==> config.mk <==
export PLATFORM = sky130hd
export DESIGN_NAME = bcd_updown_counter_m
export DESIGN_NICKNAME = d
export VERILOG_FILES = /design/src/rtl/bcd_pkg.sv /design/src/rtl/bcd_digit_step.sv /design/src/rtl/bcd_updown_counter_m.sv
export SDC_FILE = /design/constraint.sdc
export NUM_CORES = 1
export LEC_CHECK = 0
export CORE_MARGIN = 1
export CORE_UTILIZATION = 44
export CTS_CLUSTER_DIAMETER = 100
export CTS_CLUSTER_SIZE = 25
export DETAILED_ROUTE_END_ITERATION = 12
export PLACE_DENSITY_LB_ADDON = 0.2
export SYNTH_ARGS = -nofsm -noshare
export SYNTH_HDL_FRONTEND = slang
export SYNTH_HIERARCHICAL = 1
export SYNTH_SLANG_ARGS = --single-unit
==> constraint.sdc <==
create_clock -name clk -period 2.46 [get_ports clk]
set_clock_uncertainty 0.1 [all_clocks]
set_input_delay 0.369 -clock clk [delete_from_list [all_inputs] [get_ports clk]]
set_output_delay 0.369 -clock clk [all_outputs]
set_load 0.02 [all_outputs]
==> src/rtl/bcd_pkg.sv <==
// Shared BCD types, constants and the elaboration-time binary-to-BCD helper
// used by the up/down counter and its per-digit step cells.
package bcd_pkg;

    localparam int MAX_DIGITS = 4;

    typedef logic [3:0]              bcd_digit_t;
    typedef logic [4*MAX_DIGITS-1:0] bcd_word_t;

    localparam bcd_digit_t BCD_NINE = 4'd9;
    localparam bcd_digit_t BCD_ZERO = 4'd0;

    // Only ever evaluated on parameters, so the division never reaches hardware.
    function automatic bcd_word_t to_bcd(input int value, input int digits);
        bcd_word_t res;
        int        v;
        res = '0;
        v   = value;
        for (int i = 0; i < MAX_DIGITS; i++) begin
            if (i < digits) begin
                res[4*i +: 4] = 4'(v % 10);
                v             = v / 10;
            end
        end
        return res;
    endfunction

endpackage

==> src/rtl/bcd_digit_step.sv <==
// One BCD digit of the increment/decrement ripple chain. A digit steps only
// when its carry-in (inc) or borrow-in (dec) enable is present.
module bcd_digit_step
    import bcd_pkg::*;
(
    input  bcd_digit_t digit,
    input  logic       inc,
    input  logic       dec,
    input  logic       cin,
    input  logic       bin,
    output bcd_digit_t next_digit,
    output logic       cout,
    output logic       bout
);

    always_comb begin
        next_digit = digit;
        cout       = 1'b0;
        bout       = 1'b0;
        if (inc && cin) begin
            if (digit == BCD_NINE) begin
                next_digit = BCD_ZERO;
                cout       = 1'b1;
            end else begin
                next_digit = digit + 4'd1;
            end
        end else if (dec && bin) begin
            if (digit == BCD_ZERO) begin
                next_digit = BCD_NINE;
                bout       = 1'b1;
            end else begin
                next_digit = digit - 4'd1;
            end
        end
    end

endmodule

==> src/rtl/bcd_updown_counter_m.sv <==
// Packed-BCD up/down counter with programmable modulus, clear, checked parallel
// load and wrap-or-saturate ends; co/bo pulses cascade into the next stage.
module bcd_updown_counter_m
    import bcd_pkg::*;
#(
    parameter int DIGITS  = 2,
    parameter int MODULUS = 60,
    parameter bit WRAP    = 1'b1
) (
    input  logic                clk,
    input  logic                rst,
    input  logic                clr,
    input  logic                load,
    input  logic [4*DIGITS-1:0] load_val,
    input  logic                up,
    input  logic                dn,
    output logic [4*DIGITS-1:0] count,
    output logic                co,
    output logic                bo,
    output logic                at_max,
    output logic                at_zero,
    output logic                load_err
);

    localparam int        W            = 4*DIGITS;
    localparam int        MOD_LIMIT    = 10**DIGITS;
    localparam bcd_word_t MAX_BCD_FULL = to_bcd(MODULUS-1, DIGITS);
    localparam logic [W-1:0] MAX_BCD   = MAX_BCD_FULL[W-1:0];

    if (DIGITS < 1 || DIGITS > MAX_DIGITS) begin : g_bad_digits
        $error("bcd_updown_counter_m: DIGITS=%0d outside 1..%0d", DIGITS, MAX_DIGITS);
    end
    if (MODULUS < 2 || MODULUS > MOD_LIMIT) begin : g_bad_modulus
        $error("bcd_updown_counter_m: MODULUS=%0d outside 2..%0d", MODULUS, MOD_LIMIT);
    end

    logic [W-1:0]    count_q, count_d;
    logic            co_q, co_d;
    logic            bo_q, bo_d;
    logic            err_q, err_d;

    logic            step_up, step_dn;
    logic [W-1:0]    stepped;
    logic [DIGITS:0] carry, borrow;
    logic            unused_chain_top;
    logic            load_ok;

    assign step_up   = up & ~dn;
    assign step_dn   = dn & ~up;
    assign carry[0]  = 1'b1;
    assign borrow[0] = 1'b1;

    for (genvar i = 0; i < DIGITS; i++) begin : g_digit
        bcd_digit_step u_step (
            .digit      (count_q[4*i +: 4]),
            .inc        (step_up),
            .dec        (step_dn),
            .cin        (carry[i]),
            .bin        (borrow[i]),
            .next_digit (stepped[4*i +: 4]),
            .cout       (carry[i+1]),
            .bout       (borrow[i+1])
        );
    end

    // Range ends are handled explicitly, so the chain never runs off the top digit.
    assign unused_chain_top = carry[DIGITS] ^ borrow[DIGITS];

    // With every digit <= 9, packed BCD orders exactly like its binary value.
    always_comb begin
        load_ok = (load_val <= MAX_BCD);
        for (int i = 0; i < DIGITS; i++) begin
            if (load_val[4*i +: 4] > BCD_NINE) begin
                load_ok = 1'b0;
            end
        end
    end

    always_comb begin
        count_d = count_q;
        co_d    = 1'b0;
        bo_d    = 1'b0;
        err_d   = 1'b0;
        if (clr) begin
            count_d = '0;
        end else if (load) begin
            if (load_ok) begin
                count_d = load_val;
            end else begin
                err_d = 1'b1;
            end
        end else if (step_up) begin
            if (count_q == MAX_BCD) begin
                if (WRAP) begin
                    count_d = '0;
                    co_d    = 1'b1;
                end
            end else begin
                count_d = stepped;
            end
        end else if (step_dn) begin
            if (count_q == '0) begin
                if (WRAP) begin
                    count_d = MAX_BCD;
                    bo_d    = 1'b1;
                end
            end else begin
                count_d = stepped;
            end
        end
    end

    always_ff @(posedge clk) begin
        if (rst) begin
            count_q <= '0;
            co_q    <= 1'b0;
            bo_q    <= 1'b0;
            err_q   <= 1'b0;
        end else begin
            count_q <= count_d;
            co_q    <= co_d;
            bo_q    <= bo_d;
            err_q   <= err_d;
        end
    end

    assign count    = count_q;
    assign co       = co_q;
    assign bo       = bo_q;
    assign load_err = err_q;
    assign at_max   = (count_q == MAX_BCD);
    assign at_zero  = (count_q == '0);

endmodule

==> reports/metrics.cfg, run 1 <==
[outcome]
status=finished clean

[sta]
finalWorstSetupSlack_ns=0.0753
setup-tns-final_ns=0
fmax_mhz=419
fin_hold_ws_ns=0.437
drv_slew=0
grt_setup_unrepaired=no
finalCritPeriodShare_pct=96.9
finalSetupViolations=0
hold_viol_final=0
fin_crit_ns=2.38

[clock_network]
cts_max_level=1
hold_buffers=0
clkLatencyLatePin_ns=0.28
clock-sinks=11
cts_buffers=3
clock_path_buffers=2
cts_tree=done
cts-root-buf=clkbuf_4
clk_pin_slew_ns=0.07

[floorplanning]
rows=17
core_area_um2=2250
die_w_um=51.6
fp.dieH_um=51.6
dieArea_um2=2660
num_io_pins=27
start_util_pct=48.0

[setup_path]
worstSetupPathType=reg -> reg
cp_num_buf_inv=0
required_ns=2.58
path_delay_family=simple AND/OR/NAND/NOR gates
cp.arrival_ns=2.50
critPathMaxStageDelay_ns=0.48
cp_max_fo=4
start_kind=register
cp_cell_sequence=or3_1 > nor3_4 > nand3b_4 > or4_1 > o211ai_1 > o21ai_1 > a211oi_2 > o221a_1
cp_slowest_cell=or4_1
end_kind=register

[final_layout]
area_growth_pct=46.4
final_cell_area_um2=1580
fin_cells=217
drive_gt1_share_pct=22.8
antenna_cells=0
fin_nets=204

[placed_design]
pre_cts_slack_ns=-0.461
gp_congestion=0.937
dp_hpwl_um=2540
post_dp_cell_area_um2=1500
port_buffers=26
place_inst=211

[synth]
syn_area_per_cell_um2=7.84
yosysWarnings=6
syn-cell-area_um2=1080
syn_inst=138

[power_and_ir_drop]
p_leak_nw=0.677
p_per_area_nw_per_um2=353
ir_worst_vdd_v=0.000374

[grt]
grt_max_degree=15
grt_pass1_vias=1231
grt_overflow=0
antenna_found_initial=0
grt_use_total_pct=28.9
grt_pass1_wl_um=5870

[detailed_routing]
drt_first_pass_iters=4
top_layer_used=met4
wl_per_cell_um=16.5
wl_met3_um=244
drtIter0Drc=57
viasPerCell=6.20
routed_wl_um=3580
drc=0
antenna_left=0
wl_met1_um=1470
via_count=1345
met2WireLength_um=1840

[hold_path]
hold_path_class=in -> reg

[run]
maxCapViolations=0

==> where the power goes <==
group	total (mW)	internal (mW)	switching, mW
Combinational	0.236	0.114	0.122
Sequential	0.196	0.186	0.0105
Clock	0.126	0.0629	0.0636
Total	0.558	0.363	0.196
==> layout by cell type (no fill, tap or decap), types with 2 or more instances in the layout <==
cell type        count
nand2b_1             4
nand2_1             15
nand4b_1             2
a211o_1              2
dfxtp_1              8
o21ai_0              6
nor2_1               5
buf_4               22
clkdlybuf4s50_1     23
conb_1               6
o21ai_1              3
nand4_1              4
nor2b_1              2
and2b_1              5
a21oi_1             11
and2_4               3
o32ai_1              3
o211ai_1             2
xnor2_1              2
a31oi_1              2
nand3_1              6
dfxtp_2              3
dlymetal6s2s_1       2
o311ai_0             2
a22o_1               2
a311oi_1             3
o221a_1              4
or4_1                3
nor4_2               2
or3_1                4
nand3b_4             2
clkbuf_4             3
a211oi_1             5
==> per-stage QoR <==
stage	power [mW]	utilization, %
2_1_floorplan	0.329	-
3_3_place_gp	0.415	66.6
3_5_place_dp	0.421	66.6
4_1_cts	0.553	69.1
5_1_grt	0.594	70.3
6_report	0.558	70.3
==> worst paths after layout <==
check	cells past startpoint	startpoint	endpoint	slack [ns]
max	8	count[1]	count[6]	0.08
min	4	dn	co	0.44
max reg2reg	8	count[1]	count[6]	0.08
min reg2reg	3	count[5]	co	0.49
==> final cells by class <==
class	count	area, um2
flip-flops and latches	11	224
clock buffers	4	26.3
well taps	28	35.0
multi-input cells	124	860
repair buffers	48	429
inverters	2	10.0
fillers	193	671
==> repair_timing <==
item                       4_1_cts  5_1_grt
pin swaps                        7        5
setup buffers                    1        1
setup endpoints to repair        4        8
resized for setup                7        8
==> worst register-to-register path, delay by kind of cell (launching register included) <==
family | cells | cell delay (ns)
compound gates | 4 | 0.67
simple gates | 4 | 1.26
flops | 1 | 0.31
==> metal layers <==
layer	GRT usage (%)	vias to the layer above
met3	5.85	2
met1	38.3	646
met4	6.31	0
met2	48.1	60
li1	-	637
met5	0	-
==> state kept, by name (all words and copies together) (netlist names) <==
name and cells:
co 1, bo 1, count 8, load_err 1
Power figures use the tool's default switching activity.
==> run 2, diff against run 1 <==
Clock period 2.46 ns to 2.1 ns, I/O delays scaled along.
==> reports/metrics.cfg, run 2 (synthesis gave the netlist of run 1 again) <==
[floorplanning]
fp.dieH_um=51.6
num_io_pins=27
start_util_pct=48.0
die_w_um=51.6
dieArea_um2=2660
rows=17
core_area_um2=2250

[detailed_routing]
drc=0
wl_per_cell_um=16.0
routed_wl_um=3700
drt_first_pass_iters=4
via_count=1420
drtIter0Drc=58
antenna_left=0
viasPerCell=6.15

[sta]
setup-tns-final_ns=-0.817
finalSetupViolations=5
fmax_mhz=429
drv_slew=0
hold_viol_final=0
fin_crit_ns=2.33
fin_hold_ws_ns=0.436
grt_setup_unrepaired=yes
finalWorstSetupSlack_ns=-0.234
finalCritPeriodShare_pct=111

[clock_network]
hold_buffers=0
cts-root-buf=clkbuf_4
clock_path_buffers=2
cts_buffers=3
clock-sinks=11
cts_tree=done
clkLatencyLatePin_ns=0.27
clk_pin_slew_ns=0.08
cts_max_level=1

[final_layout]
final_cell_area_um2=1750
antenna_cells=0
drive_gt1_share_pct=33.0
fin_cells=231
fin_util_pct=77.7
largest_reg_flops=8
area_growth_pct=62.0
final_common_cell=buf_4
layout_common_cells=buf_4, clkdlybuf4s50_1, nand2_1
fin_nets=218

[setup_path]
cp_max_fo=3
critPathMaxStageDelay_ns=0.42
cp_num_buf_inv=0
end_kind=register
worstSetupPathType=reg -> reg
cp_cell_sequence=or3_4 > nor3_4 > nand3b_4 > or4_4 > o211ai_1 > o21ai_1 > a211oi_2 > o221a_1
required_ns=2.21
start_kind=register
cp_slowest_cell=or4_4
cp.arrival_ns=2.45
path_delay_family=simple AND/OR/NAND/NOR gates

[power_and_ir_drop]
p_per_area_nw_per_um2=392
p_leak_nw=0.764
total_power_uw=687
ir_worst_vdd_v=0.000473

[grt]
antenna_found_initial=0
grt_use_met3_pct=3.80
met1_usage_pct=37.2
grt_pass1_wl_um=6110
grt_pass1_vias=1323
grt_max_degree=15
grt_use_total_pct=30.4
top_usage_layer=met2
grt_util_met2_pct=53.0
grt_overflow=0

[placed_design]
dp_hpwl_um=2650
post_dp_cell_area_um2=1600
gp_congestion=0.927
port_buffers=26
place_inst=221
pre_cts_slack_ns=-0.728

[outcome]
status=finished, violations left
violations=negative setup slack

[hold_path]
hold_path_class=in -> reg

[run]
maxCapViolations=0

## run 2: changes by cell type in the layout (fill, tap and decap cells not counted), moves of 2 or more
cell and change:
buf_4 +10, buf_6 +4, dfxtp_4 +3, dfxtp_2 -2, dlymetal6s2s_1 -2, o21ai_0 -2
o21ai_1 +2, o32ai_1 -2, o32ai_2 +2
## run 2: final cells by class
cell class / instances / area (um2)
Inverter: 2 / 10.0
Multi-Input combinational cell: 124 / 910
Fill cell: 162 / 502
Timing Repair Buffer: 62 / 539
Sequential cell: 11 / 233
Tap cell: 28 / 35.0
Clock buffer: 4 / 26.3
## run 2: worst register-to-register path: stages (launching register included)
cell and delay (ns):
dfxtp_4 0.35, or3_4 0.40, nor3_4 0.17, nand3b_4 0.10
or4_4 0.42, o211ai_1 0.13, o21ai_1 0.13, a211oi_2 0.25
o221a_1 0.23
## run 2: routing by layer
layer	wire, um	vias to the layer above	part of all wire, %
li1	-	668	-
met4	93	0	2.5
met1	1450	657	39
met2	1890	83	51
met5	0	-	0
met3	271	12	7.3
## run 2: path summary, 6_finish.rpt
kind / from / to / slack (ns) / depth (start not counted)
setup / recovery: count[1] / count[6] / -0.23 / 8
hold / removal: up / co / 0.44 / 4
setup reg to reg: count[1] / count[6] / -0.23 / 8
hold reg to reg: count[7] / co / 0.49 / 3
## run 2: what timing repair did
action	4_1_cts	5_1_grt
gates resized for setup	19	11
pin swaps	15	12
setup endpoints to repair	9	8
hold endpoints to repair	0	0
setup buffers	5	3
cloned	0	0
## run 2: power breakdown
group | leakage [nW] | internal [mW] | switching, mW
Combinational | 0.657 | 0.155 | 0.157
Clock | 0.0150 | 0.0736 | 0.0776
Sequential | 0.0922 | 0.215 | 0.00768
